$ cat src/rtl/br_pkg.sv
// Shared definitions for the EX-stage branch resolution logic:
// funct3 condition encodings and the redirect FSM state type.
package br_pkg;

    localparam logic [2:0] F3_BEQ  = 3'b000;
    localparam logic [2:0] F3_BNE  = 3'b001;
    localparam logic [2:0] F3_BLT  = 3'b100;
    localparam logic [2:0] F3_BGE  = 3'b101;
    localparam logic [2:0] F3_BLTU = 3'b110;
    localparam logic [2:0] F3_BGEU = 3'b111;

    typedef enum logic {
        S_IDLE     = 1'b0,
        S_REDIRECT = 1'b1
    } state_t;

endpackage

$ cat src/rtl/branch_resolve_unit_if.sv
// EX-stage branch bundle: instruction/flag inputs toward the resolver and
// the redirect outputs returned to fetch and the pipeline registers.
interface branch_resolve_unit_if;

    logic        ex_valid;
    logic        ex_branch;
    logic        ex_jump;
    logic [2:0]  ex_funct3;
    logic        Z;
    logic        N;
    logic        V;
    logic        C;
    logic [31:0] ex_target;
    logic        stall;

    logic        pc_src;
    logic [31:0] pc_target;
    logic        flush_d;
    logic        flush_e;
    logic        kill_e;

    modport master (
        output ex_valid, ex_branch, ex_jump, ex_funct3, Z, N, V, C, ex_target, stall,
        input  pc_src, pc_target, flush_d, flush_e, kill_e
    );

    modport slave (
        input  ex_valid, ex_branch, ex_jump, ex_funct3, Z, N, V, C, ex_target, stall,
        output pc_src, pc_target, flush_d, flush_e, kill_e
    );

endinterface

$ cat src/rtl/branch_cond.sv
// Combinational branch condition: maps funct3 and the A-B flags to a
// taken decision, flagging the reserved encodings.
module branch_cond
    import br_pkg::*;
(
    input  logic [2:0] funct3,
    input  logic       Z,
    input  logic       N,
    input  logic       V,
    input  logic       C,
    output logic       taken,
    output logic       reserved
);

    always_comb begin
        taken    = 1'b0;
        reserved = 1'b0;
        case (funct3)
            F3_BEQ:  taken = Z;
            F3_BNE:  taken = !Z;
            F3_BLT:  taken = N ^ V;
            F3_BGE:  taken = !(N ^ V);
            // C is the no-borrow carry of A + ~B + 1, so A <u B is !C
            F3_BLTU: taken = !C;
            F3_BGEU: taken = C;
            default: reserved = 1'b1;
        endcase
    end

endmodule

$ cat src/rtl/branch_resolve_unit.sv
// EX-stage branch/jump resolver: registers a taken decision into a one-cycle
// redirect (predict-not-taken fetch) and keeps saturating perf counters.
module branch_resolve_unit
    import br_pkg::*;
#(
    parameter int CNT_W = 32
) (
    input  logic                 clk,
    input  logic                 reset,
    branch_resolve_unit_if.slave bus,
    input  logic                 clear_cnt,
    output logic                 bad_branch,
    output logic [CNT_W-1:0]     br_count,
    output logic [CNT_W-1:0]     taken_count
);

    function automatic logic [CNT_W-1:0] sat_inc(input logic [CNT_W-1:0] value);
        return (value == {CNT_W{1'b1}}) ? value : value + 1'b1;
    endfunction

    state_t state;
    state_t state_next;

    logic cond_taken;
    logic cond_reserved;
    logic resolve_p0;
    logic taken_p0;
    logic bad_p0;

    branch_cond u_cond (
        .funct3   (bus.ex_funct3),
        .Z        (bus.Z),
        .N        (bus.N),
        .V        (bus.V),
        .C        (bus.C),
        .taken    (cond_taken),
        .reserved (cond_reserved)
    );

    // Anything in EX while redirecting is wrong-path, so only IDLE resolves.
    assign resolve_p0 = (state == S_IDLE) && bus.ex_valid
                        && (bus.ex_branch || bus.ex_jump) && !bus.stall;
    assign taken_p0   = resolve_p0 && (bus.ex_jump || cond_taken);
    assign bad_p0     = resolve_p0 && !bus.ex_jump && cond_reserved;

    always_comb begin
        state_next  = state;
        bus.pc_src  = 1'b0;
        bus.flush_d = 1'b0;
        bus.flush_e = 1'b0;
        bus.kill_e  = 1'b0;
        case (state)
            S_IDLE: begin
                if (taken_p0) state_next = S_REDIRECT;
            end
            S_REDIRECT: begin
                bus.pc_src  = 1'b1;
                bus.flush_d = 1'b1;
                bus.flush_e = 1'b1;
                bus.kill_e  = 1'b1;
                state_next  = S_IDLE;
            end
            default: state_next = S_IDLE;
        endcase
    end

    always_ff @(posedge clk or posedge reset) begin
        if (reset) begin
            state         <= S_IDLE;
            bus.pc_target <= '0;
            bad_branch    <= 1'b0;
        end else begin
            state      <= state_next;
            bad_branch <= bad_p0;
            if (taken_p0) bus.pc_target <= bus.ex_target;
        end
    end

    // Counter clear outranks a same-cycle increment.
    always_ff @(posedge clk or posedge reset) begin
        if (reset) begin
            br_count    <= '0;
            taken_count <= '0;
        end else if (clear_cnt) begin
            br_count    <= '0;
            taken_count <= '0;
        end else begin
            if (resolve_p0) br_count    <= sat_inc(br_count);
            if (taken_p0)   taken_count <= sat_inc(taken_count);
        end
    end

endmodule
$ cat src/flat_wrapper.sv
// flat-port wrapper written by rule: the top's interface ports become plain ports
module branch_resolve_unit_flat import br_pkg::*;
#(
    parameter int CNT_W = 32
)
  (clk, reset, clear_cnt, bad_branch, br_count, taken_count, bus_ex_valid, bus_ex_branch, bus_ex_jump, bus_ex_funct3, bus_Z, bus_N, bus_V, bus_C, bus_ex_target, bus_stall, bus_pc_src, bus_pc_target, bus_flush_d, bus_flush_e, bus_kill_e);
  branch_resolve_unit_if bus_i ();
  input  logic clk;
  input  logic reset;
  input  logic clear_cnt;
  output logic bad_branch;
  output logic [CNT_W-1:0] br_count;
  output logic [CNT_W-1:0] taken_count;
  input wire logic [$bits(bus_i.ex_valid)-1:0] bus_ex_valid;
  input wire logic [$bits(bus_i.ex_branch)-1:0] bus_ex_branch;
  input wire logic [$bits(bus_i.ex_jump)-1:0] bus_ex_jump;
  input wire logic [$bits(bus_i.ex_funct3)-1:0] bus_ex_funct3;
  input wire logic [$bits(bus_i.Z)-1:0] bus_Z;
  input wire logic [$bits(bus_i.N)-1:0] bus_N;
  input wire logic [$bits(bus_i.V)-1:0] bus_V;
  input wire logic [$bits(bus_i.C)-1:0] bus_C;
  input wire logic [$bits(bus_i.ex_target)-1:0] bus_ex_target;
  input wire logic [$bits(bus_i.stall)-1:0] bus_stall;
  output wire logic [$bits(bus_i.pc_src)-1:0] bus_pc_src;
  output wire logic [$bits(bus_i.pc_target)-1:0] bus_pc_target;
  output wire logic [$bits(bus_i.flush_d)-1:0] bus_flush_d;
  output wire logic [$bits(bus_i.flush_e)-1:0] bus_flush_e;
  output wire logic [$bits(bus_i.kill_e)-1:0] bus_kill_e;
  assign bus_i.ex_valid = bus_ex_valid;
  assign bus_i.ex_branch = bus_ex_branch;
  assign bus_i.ex_jump = bus_ex_jump;
  assign bus_i.ex_funct3 = bus_ex_funct3;
  assign bus_i.Z = bus_Z;
  assign bus_i.N = bus_N;
  assign bus_i.V = bus_V;
  assign bus_i.C = bus_C;
  assign bus_i.ex_target = bus_ex_target;
  assign bus_i.stall = bus_stall;
  assign bus_pc_src = bus_i.pc_src;
  assign bus_pc_target = bus_i.pc_target;
  assign bus_flush_d = bus_i.flush_d;
  assign bus_flush_e = bus_i.flush_e;
  assign bus_kill_e = bus_i.kill_e;
  branch_resolve_unit #(.CNT_W(CNT_W)) u_core (.clk(clk), .reset(reset), .bus(bus_i), .clear_cnt(clear_cnt), .bad_branch(bad_branch), .br_count(br_count), .taken_count(taken_count));
endmodule
$ cat config.mk
export PLATFORM = sky130hd
export DESIGN_NAME = branch_resolve_unit_flat
export DESIGN_NICKNAME = d
export VERILOG_FILES = /design/src/rtl/br_pkg.sv /design/src/rtl/branch_resolve_unit_if.sv /design/src/rtl/branch_cond.sv /design/src/rtl/branch_resolve_unit.sv /design/src/flat_wrapper.sv
export SDC_FILE = /design/constraint.sdc
export NUM_CORES = 1
export LEC_CHECK = 0
export ABC_AREA = 1
export CORE_AREA = 2 2 113 115
export CTS_CLUSTER_SIZE = 24
export DETAILED_ROUTE_END_ITERATION = 7
export DIE_AREA = 0 0 115 117
export HOLD_SLACK_MARGIN = 0.12
export PLACE_DENSITY_LB_ADDON = 0.15
export SYNTH_ARGS = -nofsm -noshare
export SYNTH_HDL_FRONTEND = slang
export SYNTH_SLANG_ARGS = --single-unit
$ cat constraint.sdc
create_clock -name clk -period 4.15 [get_ports clk]
set_clock_uncertainty 0.15 [all_clocks]
set_input_delay 0.6225 -clock clk [delete_from_list [all_inputs] [get_ports clk]]
set_output_delay 0.6225 -clock clk [all_outputs]
set_load 0.02 [all_outputs]
==> Word-level counts from Yosys, hierarchy flattened <==
Cells that the tools add are included.
{ "op_classes": {"div_mod_pow": 0, "mux": 11, "n_shift": 0, "n_eq_ne": 9, "n_addsub": 2, "multipliers": 0, "bitwise": 2, "n_lt_le_gt_ge": 0, "n_reduce_logical": 19} }
{ "ops": {"columns": ["op", "count"], "rows": [
  ["$mux W32", 6],
  ["$add A32 B1 Y32 const B", 2],
  ["$eq A32 B32 Y1 const B", 2],
  ["$eq A3 B3 Y1 const B", 4],
  ["$logic_and A1 B1 Y1", 6],
  ["$pmux W1 S6", 1],
  ["$reduce_or A6 Y1", 1],
  ["$logic_not A1 Y1", 5],
  ["$ne A2 B2 Y1 const B", 2],
  ["$reduce_and A2 Y1", 2],
  ["$reduce_bool A2 Y1", 2],
  ["$eq A3 B1 Y1 const B", 1],
  ["$logic_not A3 Y1", 1],
  ["$mux W1", 3],
  ["$logic_or A1 B1 Y1", 2],
  ["$pmux W1 S2", 1],
  ["$not A1 Y1", 1],
  ["$xor A1 B1 Y1", 1]
]} }
{ "word_totals": {"n_memories": 0, "latch_bits": 0, "ram_bits": 0, "in_bits": 46, "romBits": 0, "ff_bits": 98, "elab_cells": 48, "out_inout_bits": 101} }

==> Logic depth before layout (Yosys ltp) <==
Gate-level depths: netlist (run 1).
{ "logic_depth": {"depth_word": 7, "mapped_depth": 12, "ltp_nobuf": 11} }

==> Cells and area by module <==
Synthesis (run 1) repeated with hierarchy kept, for this count alone.
{ "unflattened": {"cells_unflattened": 828, "hier_area_um2": 5690.5} }
{ "by_module_without_submodules": {"columns": ["mod", "cells_per_inst", "seq_area_each_um2", "area_per_inst_um2", "instances"], "rows": [
  ["branch_resolve_unit", 800, 2452.4, 5577.8, 1],
  ["branch_cond", 28, 0.0, 112.6, 1]
]} }

==> Worst setup path after synthesis (run 1) <==
No wires, ideal clock.
{ "synth_path": {"kind": "reg2reg", "start": "register u_core.br_count[0]", "end": "register u_core.br_count[25]", "required_ns": 3.874, "t_arrival_ns": 1.732, "n_path_buf": 1, "path_stages_with_launch": 10, "slack_ns": 2.141, "setup_ns": 0.126, "synth_period_minus_slack_ns": 2.009, "cell_sequence": "dfrtp_1 -> ha_1 -> inv_1 -> nor2_4 -> nand2_2 -> nor2_2 -> nand4_1 -> nand2_2 -> buf_2 -> o21ai_0"} }
{ "synth_between": {"elab_chain_cells": 4, "word_cells_on_any_way": 7, "cone_classes": "add/sub (1); eq/ne (2); mux (3); reduce/logical (1)"} }
{ "synth_lines": {"columns": ["item", "line_no", "source"], "rows": [
  ["start: declaration", "branch_resolve_unit.sv:13", "output logic [CNT_W-1:0] br_count,"],
  ["start signal: assignment", "branch_resolve_unit.sv:88", "if (resolve_p0) br_count <= sat_inc(br_count);"],
  ["$add A32 B1 Y32", "branch_resolve_unit.sv:18", "return (value == {CNT_W{1'b1}}) ? value : value + 1'b1;"],
  ["$mux W32", "branch_resolve_unit.sv:18", null],
  ["$mux W32", "branch_resolve_unit.sv:88", null],
  ["$mux W32", "branch_resolve_unit.sv:84", "end else if (clear_cnt) begin"]
]} }
Several ways; a longest one is shown, not always the timed one. The select of a mux whose other input is x is not followed.
A chain may end at the register's enable or synchronous reset.

==> Worst setup path in the final report (run 1) <==
{ "layout_path": {"start": "input bus_ex_jump", "end": "register u_core.taken_count[3]"} }
{ "layout_between": {"elab_chain_cells": 6, "word_cells_on_any_way": 7, "cone_classes": "reduce/logical (7)"} }
{ "layout_lines": {"columns": ["item", "line_no", "source"], "rows": [
  ["start: declaration", "flat_wrapper.sv:16", "input wire logic [$bits(bus_i.ex_jump)-1:0] bus_ex_jump;"],
  ["$logic_or A1 B1 Y1", "branch_resolve_unit.sv:42", "&& (bus.ex_branch || bus.ex_jump) && !bus.stall;"],
  ["$logic_and A1 B1 Y1 (2 in a row)", "branch_resolve_unit.sv:42", null],
  ["$logic_and A1 B1 Y1 *", "branch_resolve_unit.sv:43", "assign taken_p0 = resolve_p0 && (bus.ex_jump || cond_taken);"],
  ["$reduce_bool A2 Y1 (no source line) *", null, null],
  ["$reduce_and A2 Y1 (no source line) *", null, null],
  ["end signal: assignment", "branch_resolve_unit.sv:89", "if (taken_p0) taken_count <= sat_inc(taken_count);"],
  ["end: declaration", "branch_resolve_unit.sv:14", "output logic [CNT_W-1:0] taken_count"]
]} }
Mark *: on every way between the ends. The rest lies on a longest branch, timed or not.

==> results of run 1 <==
[state kept, by name (all words and copies together) (netlist names)]
name and flops:
u_core.taken_count 32, u_core.state 1, u_core.br_count 32, u_core.bad_branch 1, u_core.bus.pc_target 32
[layer usage]
metal  part of all wire [%]  up-vias
met3                    3.9       24
met4                    2.3        0
met1                     44     2795
met5                      0        -
li1                       -     3100
met2                     50      132
[area by class of cell]
cell class / instances / area (µm²) / share of cell area, %
repair buffers: 152 / 1506 / 19.32
well taps: 150 / 187.7 / 2.407
clock buffers: 12 / 246.5 / 3.162
multi-input cells: 726 / 3113 / 39.93
inverters: 63 / 239.0 / 3.065
flip-flops and latches: 98 / 2452 / 31.46
clock inverters: 4 / 51.30 / 0.6580
[cells by family after synthesis]
group,share of synthesized area (%)
AO/OA/AOI/OAI,2.756
XOR/XNOR,2.923
adder cells (fa/ha/maj),0.4175
buffers and inverters,7.140
flip-flops,40.92
AND/OR/NAND/NOR,45.85
[worst max-delay path by stage]
stage | from | to | slack (ps) | cells after the start
3_3_place_gp | bus_ex_jump | u_core.taken_count[6] | 910 | 9
6_report | bus_ex_jump | u_core.taken_count[3] | 1250 | 9
5_1_grt | bus_ex_jump | u_core.taken_count[1] | 860 | 9
3_5_place_dp | bus_ex_jump | u_core.taken_count[7] | 830 | 9
4_1_cts | bus_ex_jump | u_core.taken_count[27] | 1210 | 9
2_1_floorplan | reset | u_core.bad_branch | 820 | 1
[tightest hold or removal path, cell delays in order, from the launching register on]
cell	delay, ps
dfrtp_1	340
nand2_1	50
nand2_1	50
[cell usage in the layout, fill, tap and decap left out, drive strengths merged]
cell type and instances:
ha 2, nand3 80, o21ai 26, clkinv 2, nand2 428, buf 6
o21bai 4, dfrtp 98, clkinvlp 1, inv 63, nor2 139, nor3b 3
clkbuf 12, a21oi 1, clkdlybuf4s50 146, nor4 1, nand3b 2, bufinv 1
nand4 13, xnor2 9, or2 4, xor2 11, and2 1, nor3 2
[per-stage QoR]
step                      hold slack (ps)  setup WS (ps)  std cells  utilization (%)
after floorplan                     441.2          815.4        917                -
after global placement              311.0          906.6       1189            60.90
after detailed placement            314.3          830.8       1189            60.90
after CTS                           332.5           1208       1205            63.32
after global routing                346.2          863.8       1205            63.32
final                               326.6           1250       1205            63.32
[where the power goes]
group	total [mW]	switching [mW]	internal, mW
logic	0.462	0.254	0.208
registers	1.07	0.0438	1.03
clock network	0.856	0.372	0.485
total	2.39	0.669	1.72
==> metrics.txt, run 1 <==
FILL cells 1235; most frequent cell after synthesis nand2_1; WS Path Type in -> reg; Synth Net Count 965; initial antenna violation count 0; total of max-cap violations 0; PwrDens 306.7 nW/µm²; hold worst-path end u_core.bus.pc_target[3]; number of I/O pins 147; worst path cell trace clkdlybuf4s50_1, o21ai_0, inv_1, nand2_1, buf_4, nand2_2, nand2_4, nand2_1, nand2_1; Final Hold Vio Count 0; number of flops mapped to enable cells by yosys 0; largest net degree at the start of global routing 75; r2r setup slk 1310 ps; Syn Area/Cell 6.536 µm²; clk sinks 98; Die Area between 10000 and 15000 µm²; run status complete, no violations; count of cell types in the netlist 30; first-pass GRT wire length 26.19 mm; FP Rows 41; FF+latch count, synth around 100; chip width 115 µm; top cells by area, synth dfrtp_1, nand2_1, nor2_1; Worst-path clk slew 70 ps; post-detail-place hpwl 12.06 mm; DR vias/cell 5.022; postcts setup bufs 0; grt met3 use 2.987%; critical-path maximum fanout 34; cell area after synthesis between 5000 and 6000 µm²; Area after DPL 7498 µm²; remaining antenna violation count 0; Max Root-Sink Buffers 2; Die Y ~120 µm; Layout Nets 1098; CP dominant cell by count nand2_1; hold depth 2; RSZ-0062 raised after global routing no; synth cell count leaders nand2_1, nor2_1, dfrtp_1; final instance area 7796 µm²; CP delay by family, top simple AND/OR/NAND/NOR gates; HP Start u_core.bus.pc_target[3]; Worst R2R Path Depth 10; Async SR Flop Fraction 100.0%; Final Max Tran Viols 0; cells after synthesis 917; H-tree depth 3; synth warn 0; hold crit path type reg -> reg; Fin Setup TNS 0 ps; top-area cell type share of the netlist area about two fifths; post-CTS sizing 0; Total GRT Usage 24.67%; Worst path max stage delay 440 ps; number of port buffers between 100 and 150; total power 2.391 mW; Routed wire per std cell 13.75 µm; vias in the first global route 5374; Routed WL 16.56 mm; Seq/Total Area, Yosys 40.92%; Root Buffer clkbuf_16; GRT overflow 0; worst vdd ir 0.0001847 V; area leader, netlist dfrtp_1; drt first-iter violations 422; R2R Path Start u_core.br_count[0]; grt peak-use layer met2; Slew @ Worst Pin 908.9 ps; Worst setup EP type flip-flop; GR Util met2 42.35%; Diodes inserted 0; Pleak between 3 and 4 nW; ys flop type dfrtp_1; crit path DAT 3040 ps; Post-CTS Hold Buffers 0; First-pass DRT Iterations 5; CTS tree yes; # DRC 0; met1 Use GR 31.72%; RD Place Congestion 0.8653; crit share post-route 69.88%; total CTS buffers 9; Max Freq ~340 MHz; Worst Setup Start Kind input port; Layout area overhead 30.08%; Starting Density about half; Worst path slowest cell clkdlybuf4s50_1; total vias in the final route ~6.1k; CP Data Required Time ~4300 ps; clk_lat worst skew around 350 ps; final setup fails 0; share of cells above drive strength 1 3.318%; Core Area 12310 µm²; critical path buffer and inverter count 3; RR Endpoint u_core.br_count[7]; max_slew headroom 39.41%; Final min period about 2900 ps
Note: power is estimated with default switching activity, not from simulation.
==> inputs of run 2 (changes only) <==
==> constraint.sdc (replaced) <==
create_clock -name clk -period 2.8 [get_ports clk]
set_clock_uncertainty 0.15 [all_clocks]
set_input_delay 0.42 -clock clk [delete_from_list [all_inputs] [get_ports clk]]
set_output_delay 0.42 -clock clk [all_outputs]
set_load 0.02 [all_outputs]
==> run 2 against run 1 <==
  * First-iteration DRC count down 14%
  * Sequential share of layout area fell by 0.29 points
  * Worst hold slack gained 1.8 ps
  * Register-to-register slack worse by 910 ps
  * Worst setup slack worse by 850 ps
  * Largest cell class unchanged
  * Die area unchanged
  * Largest power group unchanged
  * Cell count is 0.50% higher
  * Flip-flop and latch count unchanged
  * Routed wire length shrank 2.2%
  * Design area up 0.93%
  * Combinational power is 50% higher
==> metrics.txt, run 2 (synthesized netlist as in run 1, its figures left out) <==
run status complete, no violations (unchanged); Post-CTS Hold Buffers 0 (unchanged); GR Util met2 41.18% (was 42.35%); FILL cells 1143 (was 1235); number of port buffers 146 (unchanged); Layout Nets 1104 (was 1098); total vias in the final route 6044 (was 6051); clock power share 34.7% (was 35.8%); CP Data Required Time 2920 ps (was 4290 ps); vias in the first global route 5482 (was 5374); grt peak-use layer met2 (unchanged); Final Max Tran Viols 0 (unchanged); remaining antenna violation count 0 (unchanged); Max Root-Sink Buffers 2 (unchanged); Diodes inserted 0 (unchanged); share of cells above drive strength 1 4.053% (was 3.318%); crit path DAT 2530 ps (was 3040 ps); area of the multi-input gates 3113 µm² (unchanged); number of I/O pins 147 (unchanged); total CTS buffers 9 (unchanged); r2r setup slk 400 ps (was 1310 ps); Slew @ Worst Pin 519.4 ps (was 908.9 ps); first-pass GRT wire length 26.39 mm (was 26.19 mm); max_slew headroom 65.37% (was 39.41%); HP Start u_core.bus.pc_target[26] (was u_core.bus.pc_target[3]); DR vias/cell 4.991 (was 5.022); Worst Setup Start Kind flip-flop (was input port); Core Area 12310 µm² (unchanged); Fin Setup TNS 0 ps (unchanged); crit share post-route between 80% and 90%; H-tree depth 3 (unchanged); final setup fails 0 (unchanged); CTS tree yes (unchanged); FP Rows 41 (unchanged); RR Endpoint u_core.br_count[25] (was u_core.br_count[7]); Worst R2R Path Depth 10 (unchanged); post-CTS sizing 0 (unchanged); First-pass DRT Iterations 5 (unchanged); largest net degree at the start of global routing 99 (was 75); hold worst-path end u_core.bus.pc_target[26] (was u_core.bus.pc_target[3]); # DRC 0 (unchanged); Layout area overhead 31.29% (was 30.08%); drt first-iter violations 364 (was 422); Area after DPL 7582 µm² (was 7498 µm²); most common cell after layout, fill and taps aside nand2_1 (unchanged); pre-CTS worst setup slack 217.7 ps (was 830.8 ps); hold depth 2 (unchanged); hold crit path type reg -> reg (unchanged); RD Place Congestion 0.9330 (was 0.8653); commonest non-fill, non-tap cells in the layout nand2_1, clkdlybuf4s50_1, nor2_1 (unchanged); Final Hold Vio Count 0 (unchanged); initial antenna violation count 0 (unchanged); Routed wire per std cell 13.38 µm (was 13.75 µm); Max Freq 415.9 MHz; GRT overflow 0 (unchanged); Worst setup EP type flip-flop (unchanged); clk sinks 98 (unchanged); postcts setup bufs 0 (unchanged); Root Buffer clkbuf_16 (unchanged); critical-path maximum fanout 20 (was 34); top flop regs u_core.br_count (32), u_core.bus.pc_target (32), u_core.taken_count (32) (unchanged); final instance area 7869 µm² (was 7796 µm²); Net Switching 1.017 mW (was 669.5 µW); Pleak 3.506 nW (was 3.485 nW); R2R Path Start u_core.br_count[0] (unchanged); final std cells w/o fill 1211 (was 1205); grt met3 use 3.244% (was 2.987%); WS Path Type reg -> reg (was in -> reg); Die Area 13460 µm² (unchanged); Worst-path clk slew 70 ps (about the same); total of max-cap violations 0 (unchanged); Final min period between 2000 and 2500 ps; RSZ-0062 raised after global routing no (unchanged); clk_lat worst skew 350 ps (about the same); combinational power share 19.8% (was 19.3%); Register Area 2452 µm² (unchanged); PnR worst setup slack 395.3 ps (was 1250 ps); Starting Density 48.68% (unchanged); Pint 2.478 mW (was 1.722 mW); Placed Cells 1195 (was 1189); Sw Share 29.09% (was 28.00%); Die Y 117 µm (unchanged); Total GRT Usage 24.85% (was 24.67%); chip width 115 µm (unchanged); share of power burned in registers 45.5% (was 44.9%); worst vdd ir 0.0003102 V (was 0.0001847 V); post-detail-place hpwl 11.79 mm (was 12.06 mm); met1 Use GR 32.73% (was 31.72%); Routed WL 16.21 mm (was 16.56 mm); PwrDens 444.2 nW/µm² (was 306.7 nW/µm²)
==> run 2: changes by cell type in the layout (fill, tap and decap cells not counted) <==
| cell | delta |
|---|---|
| clkbuf_1 | -2 |
| inv_4 | -1 |
| bufinv_16 | -1 |
| buf_4 | +3 |
| clkinvlp_4 | +4 |
| buf_12 | +3 |
| inv_6 | +2 |
| clkinv_2 | -1 |
| clkinv_4 | -1 |
==> run 2: power by group through the flow <==
stage	combinational [mW]	clock [mW]	sequential, mW
floorplan	0.210	0	1.75
global route	0.756	1.30	1.60
finish	0.693	1.21	1.59
CTS	0.703	1.24	1.59
global placement	0.697	0	1.61
detailed placement	0.702	0	1.62
==> run 2: how the worst max path moves through the flow <==
| stage | to | start | cells after the start | slack (ps) |
|---|---|---|---|---|
| 2_1_floorplan | u_core.br_count[25] | u_core.br_count[0] | 9 | 790 |
| 3_3_place_gp | u_core.taken_count[23] | bus_ex_valid | 9 | 280 |
| 3_5_place_dp | u_core.taken_count[16] | bus_ex_valid | 9 | 220 |
| 4_1_cts | u_core.br_count[25] | u_core.br_count[0] | 10 | 380 |
| 5_1_grt | u_core.br_count[3] | u_core.br_count[0] | 10 | 210 |
| 6_report | u_core.br_count[25] | u_core.br_count[0] | 10 | 400 |
==> run 2: routing by layer <==
layer,share of wire [%],vias up
met2,48,170
met4,3.1,0
li1,-,3113
met1,44,2724
met5,0,-
met3,4.6,37
==> run 2: layout make-up <==
type                       instances  area share (%)
timing repair buffer             158           20.19
clock inverter                     6          0.6042
clock buffer                      10           3.037
inverter                          63           3.053
sequential                        98           31.17
multi-input combinational        726           39.56
tap                              150           2.385
==> run 2: stage by stage <==
step	hold slack (ps)	util [%]	total power, mW
finish	328.4	63.91	3.495
global route	343.2	63.91	3.656
CTS	333.3	63.91	3.536
detailed placement	313.6	61.59	2.318
global placement	311.5	61.59	2.309
floorplan	340.5	-	1.961
==> run 2: worst max-delay path: stages, from the launching register on <==
cell and delay, ps:
dfrtp_1 470, ha_1 270, inv_1 100, nor2_4 170, nand2_2 120, nor2_2 180, nand4_1 130, nand2_2 350
buf_4 250, nand2_1 60, o21ai_0 70
